<file path="src/rtl/fios_pkg.sv">
// Shared FIOS definitions: default word geometry and the result-collector state type.
package fios_pkg;

  localparam int unsigned FIOS_S     = 16;
  localparam int unsigned FIOS_WIDTH = 17;

  // Width of a counter that must represent 0..words inclusive without wrapping.
  function automatic int unsigned count_width(input int unsigned words);
    return $clog2(words + 1);
  endfunction

  localparam int unsigned FIOS_CNT_W = count_width(FIOS_S);

  typedef enum logic [1:0] {
    IDLE    = 2'd0,
    COLLECT = 2'd1,
    FULL    = 2'd2
  } collector_state_t;

endpackage

</file>
<file path="src/rtl/fios_result_collector.sv">
// Assembles s result words (LSW first) from the last FIOS PE into one s*WIDTH product,
// delivers it on valid/ready, and raises sticky framing/overrun flags.
module fios_result_collector
  import fios_pkg::*;
#(
  parameter int unsigned s     = FIOS_S,
  parameter int unsigned WIDTH = FIOS_WIDTH
) (
  input  logic               clock_i,
  input  logic               reset_i,
  input  logic               res_push_i,
  input  logic [WIDTH-1:0]   res_word_i,
  input  logic               done_i,
  output logic [s*WIDTH-1:0] result_o,
  output logic               result_valid_o,
  input  logic               result_ready_i,
  output logic               frame_err_o,
  output logic               overrun_o
);

  localparam int unsigned          CNT_W     = count_width(s);
  localparam logic [CNT_W-1:0]     LAST_SLOT = CNT_W'(s - 1);
  localparam logic [CNT_W-1:0]     FULL_CNT  = CNT_W'(s);

  collector_state_t   state_q, state_d;
  logic [CNT_W-1:0]   count_q, count_d;
  logic [s*WIDTH-1:0] result_q, result_d;
  logic               valid_q, valid_d;
  logic               frame_err_q, frame_err_d;
  logic               overrun_q, overrun_d;

  logic               handshake;
  logic               accept;
  logic               write_en;
  logic [CNT_W-1:0]   slot_idx;
  logic [s-1:0]       slot_we;

  assign handshake = valid_q & result_ready_i;

  always_comb begin
    // NOTE: every signal assigned here gets a default first, so no path can infer a latch.
    state_d     = state_q;
    count_d     = count_q;
    frame_err_d = frame_err_q;
    overrun_d   = overrun_q;
    accept      = 1'b0;
    write_en    = 1'b0;
    slot_idx    = count_q;

    case (state_q)
      FULL: begin
        if (handshake) begin
          // The handshake frees the buffer this cycle, so a push here starts the next frame.
          state_d  = IDLE;
          count_d  = '0;
          slot_idx = '0;
          accept   = res_push_i;
        end else if (res_push_i) begin
          overrun_d = 1'b1;
        end
      end
      default: begin
        accept = res_push_i;
        if (!res_push_i && done_i) begin
          frame_err_d = 1'b1;
          state_d     = IDLE;
          count_d     = '0;
        end
      end
    endcase

    if (accept) begin
      write_en = 1'b1;
      if (slot_idx == LAST_SLOT) begin
        if (done_i) begin
          state_d = FULL;
          count_d = FULL_CNT;
        end else begin
          frame_err_d = 1'b1;
          state_d     = IDLE;
          count_d     = '0;
        end
      end else if (done_i) begin
        frame_err_d = 1'b1;
        state_d     = IDLE;
        count_d     = '0;
      end else begin
        state_d = COLLECT;
        count_d = slot_idx + CNT_W'(1);
      end
    end

    valid_d = (state_d == FULL);
  end

  always_comb begin
    result_d = result_q;
    for (int k = 0; k < s; k++) begin
      slot_we[k] = write_en && (slot_idx == CNT_W'(k));
      if (slot_we[k]) result_d[k*WIDTH +: WIDTH] = res_word_i;
    end
  end

  // NOTE: the result register is reset too, because result_o must read zero out of reset.
  always_ff @(posedge clock_i or posedge reset_i) begin
    if (reset_i) begin
      state_q     <= IDLE;
      count_q     <= '0;
      result_q    <= '0;
      valid_q     <= 1'b0;
      frame_err_q <= 1'b0;
      overrun_q   <= 1'b0;
    end else begin
      // NOTE: non-blocking assignments so every flop samples pre-edge values.
      state_q     <= state_d;
      count_q     <= count_d;
      result_q    <= result_d;
      valid_q     <= valid_d;
      frame_err_q <= frame_err_d;
      overrun_q   <= overrun_d;
    end
  end

  assign result_o       = result_q;
  assign result_valid_o = valid_q;
  assign frame_err_o    = frame_err_q;
  assign overrun_o      = overrun_q;

endmodule

</file>
<file path="config.mk">
export PLATFORM = sky130hd
export DESIGN_NAME = fios_result_collector
export DESIGN_NICKNAME = d
export VERILOG_FILES = /design/src/rtl/fios_pkg.sv /design/src/rtl/fios_result_collector.sv
export SDC_FILE = /design/constraint.sdc
export NUM_CORES = 1
export LEC_CHECK = 0
export CAP_MARGIN = 0
export CORE_ASPECT_RATIO = 0.75
export CORE_UTILIZATION = 40
export DETAILED_ROUTE_END_ITERATION = 10
export PLACE_DENSITY = 0.76
export SKIP_CTS_REPAIR_TIMING = 1
export SYNTH_ARGS = -nofsm -noshare
export SYNTH_HDL_FRONTEND = slang
export SYNTH_SLANG_ARGS = --single-unit
</file>
<file path="constraint.sdc">
create_clock -name clock_i -period 23.9 [get_ports clock_i]
set_input_delay 2.39 -clock clock_i [delete_from_list [all_inputs] [get_ports clock_i]]
set_output_delay 2.39 -clock clock_i [all_outputs]
set_load 0.01 [all_outputs]
</file>
==> results of run 1 <==
## routing by layer
layer / vias up / part of all wire / track usage
met5: - / 0 / 0
met4: 0 / 0.016 / 0.03555
met3: 35 / 0.091 / 0.06652
met2: 214 / 0.44 / 0.3138
met1: 3486 / 0.45 / 0.2974
li1: 2963 / - / -
## final cells by class
cell class                 instances  area, µm²  share of cell area
tap                              351      439.2             0.02911
timing repair buffer             299       2985              0.1979
multi-input combinational        350       3664              0.2428
clock inverter                    12      115.1            0.007630
inverter                           4      22.52            0.001493
sequential                       282       7057              0.4678
clock buffer                      39      803.3             0.05325
## cell families (layout without fill, tap and decap cells)
logic type                 after synthesis  count (layout)  synth area share
buffers and inverters                   43             354           0.02102
muxes                                  274             274            0.2817
DFF                                    282             282            0.6444
xor gates and xnor gates                 2               2          0.001600
AOI/OAI and AO/OA                       14              14          0.008455
adders and majority gates                6               6          0.006855
and+or+nand+nor                         54              54           0.03599
## final timing paths
check | from | end | slack (ns) | cells past startpoint
max in group asynchronous | reset_i | state_q[0] | 19.60 | 4
setup reg to reg | state_q[0] | result_o[217] | 21.03 | 7
setup / recovery | result_ready_i | result_o[217] | 19.16 | 8
hold reg to reg | result_o[125] | result_o[125] | 0.48 | 1
min in group asynchronous | reset_i | result_o[61] | 2.38 | 2
hold / removal | result_o[125] | result_o[125] | 0.48 | 1
## cell usage in the layout (no fill, tap or decap), types with 4 or more instances in the layout
cell,instances
clkdlybuf4s50_1,296
dfrtp_1,282
mux2_2,232
mux2_1,41
clkbuf_16,29
nand2_1,21
clkinv_2,8
ha_1,6
clkbuf_1,6
nand4_2,4
nor2_8,4
nor2_4,4
o21ai_0,4
clkbuf_8,4
## critical path, stage by stage
cell             delay (ns)
clkdlybuf4s50_1        0.53
nand4b_1               0.22
and2_1                 0.27
inv_1                  0.09
ha_1                   0.18
nand2_1                0.20
nor2_2                 0.84
mux2_2                 0.42
## power breakdown
| group | total (mW) | leakage (nW) | internal, mW | switching [mW] |
|---|---|---|---|---|
| combinational | 0.189 | 2.81 | 0.109 | 0.0800 |
| sequential | 0.544 | 3.77 | 0.522 | 0.0228 |
| clock | 0.440 | 0.453 | 0.256 | 0.184 |
## sequential cells by signal, indices dropped and copies added (netlist names)
name,cells
result_o,272
count_q,5
state_q,2
frame_err_o,1
overrun_o,1
result_valid_o,1
==> out/results.txt, run 1 <==
Status = finished, violations left
Failing checks = DRC
First-pass DRT Iterations = 8
Area growth from synthesis to layout = 37.76%
DPL Wire Length = 19.28 mm
Synth warn = 0
Initial core utilization = 0.4065
Layout Cells excl Fill = 1337
First DRT Iteration DRCs = 242
Crit end category = flip-flop
Cell variety after synth = 38
Overflow after GRT = 0
Worst-margin pin slew = 0.9921 ns
Startpoint class of the critical path = input port
Maximum clock frequency = 211.0 MHz
Final setup viols = 0
Total power draw = 1.173 mW
Num ports = 297
Chip width = 193.1 µm
Fin nets = 993
Core Region = 26940 µm²
Via density per instance = 5.010
Die Y = 145.3 µm
MaxCap Viol Count = 0
Root Buffer Master = clkbuf_16
Reg clk slew, reported paths = 0.06 ns
Final Instance Area = 15090 µm²
Via count = 6698
Cell with the most instances after synthesis = dfrtp_1
Register area share after synthesis = 0.6444
Post-route setup slack = 19.16 ns
Synth area leaders = dfrtp_1 (64%), mux2_2 (24%), mux2_1 (4.2%)
Placed cell count = 1286
Yosys top cell area share = 0.6444
CTS tree = done
Die area = 28050 µm²
Post-synth ARST share = 1.000
Pre-CTS setup slack = 18.58 ns
Port bufs = 296
Htree depth = 1
Post-route ant nets = 0
P_leak = 7.028 nW
Routed len/inst = 21.48 µm
Overall Global Routing Usage = 0.2084
Post-Route WL = 28.72 mm
WP data arrival = 5.15 ns
Synthesized area = 10950 µm²
Initial antenna violation count = 2
Vias in the first global route = 7226
Drc violations = 20
Peak VDD IR = 0.00005622 V
Gpl congestion = 0.8304
Power per cell area = 77.78 nW/µm²
RSZ-0062 raised after global routing = false
Worst rel slew slack = 0.3379
Layout fillers = 2148
Crit share post-route = 0.1983
Mapped Avg Cell Area = 16.22 µm²
Seq cells post-synth = 282
CTS Buf Count = 28
Synthesized instance count = 675
Top cells by count, synth = dfrtp_1 (282), mux2_2 (232), mux2_1 (41), nand2_1 (21), clkbuf_1 (20)
First-pass GRT wire length = 44.63 mm
Crit Path Max Fanout = 17
CTS sink cnt = 282
Setup Skew = 0.01051 ns
Crit Path Category = in2reg
Hold Crit Class = reg2reg
Post-synth EDFFs = 0
TNS Setup = 0 ns
CTS Buffer Depth = 3
Share of cells above drive strength 1 = 0.3053
Period minus WS final = 4.739 ns
Worst-Skew Late Latency = 0.53 ns
Synth area leader = dfrtp_1
Pins over their slew limit = 0
Hold slack = 0.4838 ns
Endpoints failing hold = 0
Worst EP required = 24.31 ns
Row cnt = 52
Area of placed instances = 14170 µm²
Ys flop type = dfrtp_1
Core Util, Final = 0.5601
Pin count of the biggest net entering global routing = 98
Antenna Cells = 0
Syn Nets = 703
(Power assumes the default switching activity.)
==> run 2: changes to the inputs <==
Clock period 23.9 ns to 4.7 ns, I/O delays scaled along.
==> run 2 against run 1 <==
- the run still ends with DRC left
- clock power rose to 5.1 times the previous value
- core utilization is 0.23 points higher
- count of clock-buffer cells in the layout rose by 5
- clock skew down 0.0040 ns
- worst setup slack got worse by 17 ns
- via count increased by 1.6%
- first-iteration DRC count up 13%
- worst hold slack is essentially flat
- register-to-register slack lost 19 ns
- sequential share of layout area down 0.19 points
- total power grew to 5.1 times the previous value
- global-route usage down 0.30 points
- critical path type is now reg2reg
- critical endpoint is now result_o[235]
==> out/results.txt, run 2 (synthesis results as in run 1) <==
Max FFs per register = 272
Antenna Cells = 0
Power per cell area = 395.5 nW/µm²
Worst-margin pin slew = 0.9643 ns
Startpoint class of the critical path = flip-flop
Worst EP required = 5.11 ns
First-pass DRT Iterations = 7
Most frequent cells in the layout = clkdlybuf4s50_1 (296), dfrtp_1 (282), mux2_2 (232)
CTS tree = done
Most common cell after layout, fill and taps aside = clkdlybuf4s50_1
CP top delay family = simple AND/OR/NAND/NOR gates
Via count = 6804
Status = finished, violations left
Core Region = 26940 µm²
Placed cell count = 1288
Reg clk slew, reported paths = 0.06 ns
Post-route ant nets = 0
Crit share post-route = 0.6082
CP peak stage delay = 0.81 ns
WP data arrival = 3.27 ns
MaxCap Viol Count = 0
Gpl congestion = 0.8617
Core Util, Final = 0.5624
RSZ-0062 raised after global routing = false
Hold Path Stages = 1
Drc violations = 19
DPL Wire Length = 19.49 mm
Die Y = 145.3 µm
First DRT Iteration DRCs = 273
Endpoints failing hold = 0
P_leak = 7.048 nW
Setup Skew = 0.006489 ns
Chip width = 193.1 µm
Initial antenna violation count = 0
Worst path depth = 7
Htree depth = 1
Crit end category = flip-flop
Period minus WS final = 2.859 ns
Layout Cells excl Fill = 1340
Crit Path Category = reg2reg
Worst rel slew slack = 0.3558
Share of cells above drive strength 1 = 0.3074
Overflow after GRT = 0
CTS Buffer Depth = 3
Crit path max-delay cell type = nor2_2
CTS sink cnt = 282
TNS Setup = 0 ns
Port bufs = 296
CP Cell Sequence = nand4b_1, and2_1, inv_1, ha_1, nand2_1, nor2_2, mux2_2
Pins over their slew limit = 0
Via density per instance = 5.078
Pin count of the biggest net entering global routing = 110
Post-Route WL = 28.67 mm
Vias in the first global route = 7172
Worst Reg-to-Reg Cells = 7
Crit Path Max Fanout = 17
Hold Crit Class = reg2reg
Root Buffer Master = clkbuf_16
Initial core utilization = 0.4065
Peak VDD IR = 0.0003692 V
CTS Buf Count = 28
Num ports = 297
Die area = 28050 µm²
WP buf/inv = 1
Maximum clock frequency = 349.8 MHz
Failing checks = DRC
Fin nets = 995
Area growth from synthesis to layout = 38.33%
Final setup viols = 0
Overall Global Routing Usage = 0.2054
Routed len/inst = 21.40 µm
Row cnt = 52
Worst-Skew Late Latency = 0.53 ns
First-pass GRT wire length = 44.24 mm
==> run 2: changes by cell type in the layout (fill, tap and decap cells not counted) <==
cell / change
clkbuf_8: +5
clkinvlp_4: +2
clkinv_2: -4
inv_8: -1
buf_12: +2
bufinv_16: -1
==> run 2: final cells by class <==
cell class	instances	area [µm²]
multi-input combinational	350	3664
fill	2170	11790
tap	351	439.2
inverter	4	18.77
sequential	282	7057
timing repair buffer	301	3025
clock buffer	44	872.1
clock inverter	8	72.57
==> run 2: worst reg2reg max path, delay by kind of cell (launching register included) <==
family,cells,cell delay (ns)
adders and majority gates,1,0.18
buffers and inverters,1,0.08
DFF,1,0.44
muxes,1,0.42
and+or+nand+nor,4,1.63
==> run 2: per-stage QoR <==
stage / worst slack, ns / total power, mW / hold WS (ns) / area (µm²)
after CTS: 1.781 / 6.060 / 0.4884 / 15150
final: 1.841 / 5.990 / 0.4840 / 15150
after floorplan: 0.4947 / 3.192 / 0.4623 / 10950
after global placement: 1.404 / 3.768 / 0.4638 / 14200
after global routing: 1.648 / 6.231 / 0.5036 / 15150
after detailed placement: 1.298 / 3.792 / 0.4577 / 14200
==> run 2: worst paths after layout <==
kind | startpoint | endpoint | slack (ns)
worst min register to register | result_o[119] | result_o[119] | 0.48
max in group asynchronous | reset_i | result_o[224] | 3.11
worst max register to register | state_q[0] | result_o[235] | 1.84
worst min-delay path | result_o[119] | result_o[119] | 0.48
min in group asynchronous | reset_i | result_o[130] | 0.51
worst max-delay path | state_q[0] | result_o[235] | 1.84
==> run 2: per-layer routing <==
metal | GRT usage | vias up | wire length [µm]
met1 | 0.2968 | 3593 | 13210
met4 | 0.03438 | 0 | 422
met2 | 0.3091 | 220 | 12790
li1 | - | 2964 | -
met3 | 0.05999 | 27 | 2246
met5 | 0 | - | 0
==> run 2: where the power goes <==
group,leakage (nW),internal (mW),switching [mW]
logic,2.82,0.559,0.409
clock network,0.459,1.33,0.928
registers,3.77,2.65,0.116
total,7.05,4.54,1.45
==> run 3: changes to the inputs <==
Settings changed: PLACE_DENSITY 0.76 to 0.79.
Clock period 4.7 ns to 2.5 ns, I/O delays scaled along.
==> run 3 against run 2 <==
- the run still ends with DRC left
- die area stayed put
- sequential power is 88% higher
- worst setup slack worse by 1.7 ns
- cell count is 3.1% higher
- sequential cell count stayed put
- sequential share of layout area is 1.7 points lower
- fmax is 19% higher
- critical path type unchanged
- largest power group unchanged
- highest routed layer unchanged
==> out/results.txt, run 3 (synthesis results as in run 1) <==
Crit end category = flip-flop
Area of the multi-input gates = 3682 µm²
CTS tree = done
First-pass DRT Iterations = 8
Setup Skew = 0.007013 ns
Chip width = 193.1 µm
Antenna Cells = 0
Core Region = 26940 µm²
CTS Buffer Depth = 3
Failing checks = DRC
Pre-CTS setup slack = -0.2564 ns
Maximum clock frequency = 416.3 MHz
MaxCap Viol Count = 0
Row cnt = 52
Worst EP required = 2.91 ns
Sequential cell area = 7058 µm²
Layout fillers = 2126
Share of cells above drive strength 1 = 0.3453
Initial antenna violation count = 0
Fin nets = 1042
Num ports = 297
Total power draw = 11.46 mW
Layout Cells excl Fill = 1382
Via count = 7049
Hold Crit Class = in2async
CTS sink cnt = 282
DPL Wire Length = 20.20 mm
Drc violations = 19
Crit Path Category = reg2reg
Crit Path Max Fanout = 17
CP top delay family = simple AND/OR/NAND/NOR gates
Pin count of the biggest net entering global routing = 86
Endpoints failing hold = 0
First-pass GRT wire length = 44.45 mm
Area of placed instances = 14720 µm²
Worst reg-to-reg setup slack = 0.1 ns
Core Util, Final = 0.5836
Vias in the first global route = 7368
Hold slack = 0.08540 ns
CP Cell Sequence = nand4b_1, and2_4, ha_1, and4_2, ha_2, and3_1, buf_12, mux2_2
CTS Buf Count = 27
Die Y = 145.3 µm
Htree depth = 1
Gpl congestion = 0.8258
Pins over their slew limit = 0
Peak VDD IR = 0.0004764 V
Die area = 28050 µm²
Initial core utilization = 0.4065
Power per cell area = 729.2 nW/µm²
Most frequent cells in the layout = clkdlybuf4s50_1 (296), dfrtp_1 (281), mux2_2 (232)
Final Instance Area = 15720 µm²
Worst-Skew Late Latency = 0.53 ns
Area growth from synthesis to layout = 43.56%
Reg clk slew, reported paths = 0.06 ns
Via density per instance = 5.101
WP buf/inv = 1
Placed cell count = 1332
TNS Setup = 0 ns
Final setup viols = 0
CP peak stage delay = 0.43 ns
Worst rel slew slack = 0.4070
Max FFs per register = 272
Routed len/inst = 21.01 µm
Crit path max-delay cell type = dfrtp_2
Post-Route WL = 29.03 mm
Worst-margin pin slew = 0.8868 ns
Startpoint class of the critical path = flip-flop
WP data arrival = 2.81 ns
Post-route ant nets = 0
Root Buffer Master = clkbuf_16
P_leak = 7.357 nW
Post-route setup slack = 0.09794 ns
Crit share post-route = 0.9608
Period minus WS final = 2.402 ns
Port bufs = 296
Overall Global Routing Usage = 0.2077
Most common cell after layout, fill and taps aside = clkdlybuf4s50_1
Overflow after GRT = 0
First DRT Iteration DRCs = 265
Status = finished, violations left
[run 3: cell count changes in the layout (fill, tap and decap cells not counted), sizes merged]
cell	previous run	this run
clkinvlp	4	2
bufinv	1	5
clkinv	4	5
buf	5	53
clkbuf	44	35
[run 3: cell type report]
class                           instances  area share
Sequential cell                       282      0.4490
Multi-Input combinational cell        350      0.2342
Timing Repair Buffer                  349      0.2273
Clock buffer                           35     0.04871
Tap cell                              351     0.02794
Clock inverter                         11     0.01162
Inverter                                4    0.001194
[run 3: routing by layer]
layer | part of all wire | GRT usage | wire (µm)
met4 | 0.022 | 0.04844 | 643
met2 | 0.45 | 0.3161 | 13060
met3 | 0.073 | 0.05467 | 2114
met1 | 0.46 | 0.2962 | 13210
met5 | 0 | 0 | 0
[run 3: final timing paths]
| path | start | to | cells past startpoint |
|---|---|---|---|
| setup / recovery | state_q[0] | result_o[262] | 8 |
| hold / removal | reset_i | result_o[135] | 2 |
| setup reg to reg | state_q[0] | result_o[262] | 8 |
| hold reg to reg | overrun_o | overrun_o | 1 |
| max in group asynchronous | reset_i | result_o[126] | 4 |
| min in group clock_i | res_word_i[6] | result_o[6] | 2 |
[run 3: report_power, final]
| group | internal (mW) | leakage, nW | switching, mW | total (mW) |
|---|---|---|---|---|
| combinational | 1.10 | 3.12 | 0.782 | 1.88 |
| clock | 2.65 | 0.469 | 1.71 | 4.36 |
| sequential | 4.99 | 3.77 | 0.233 | 5.22 |
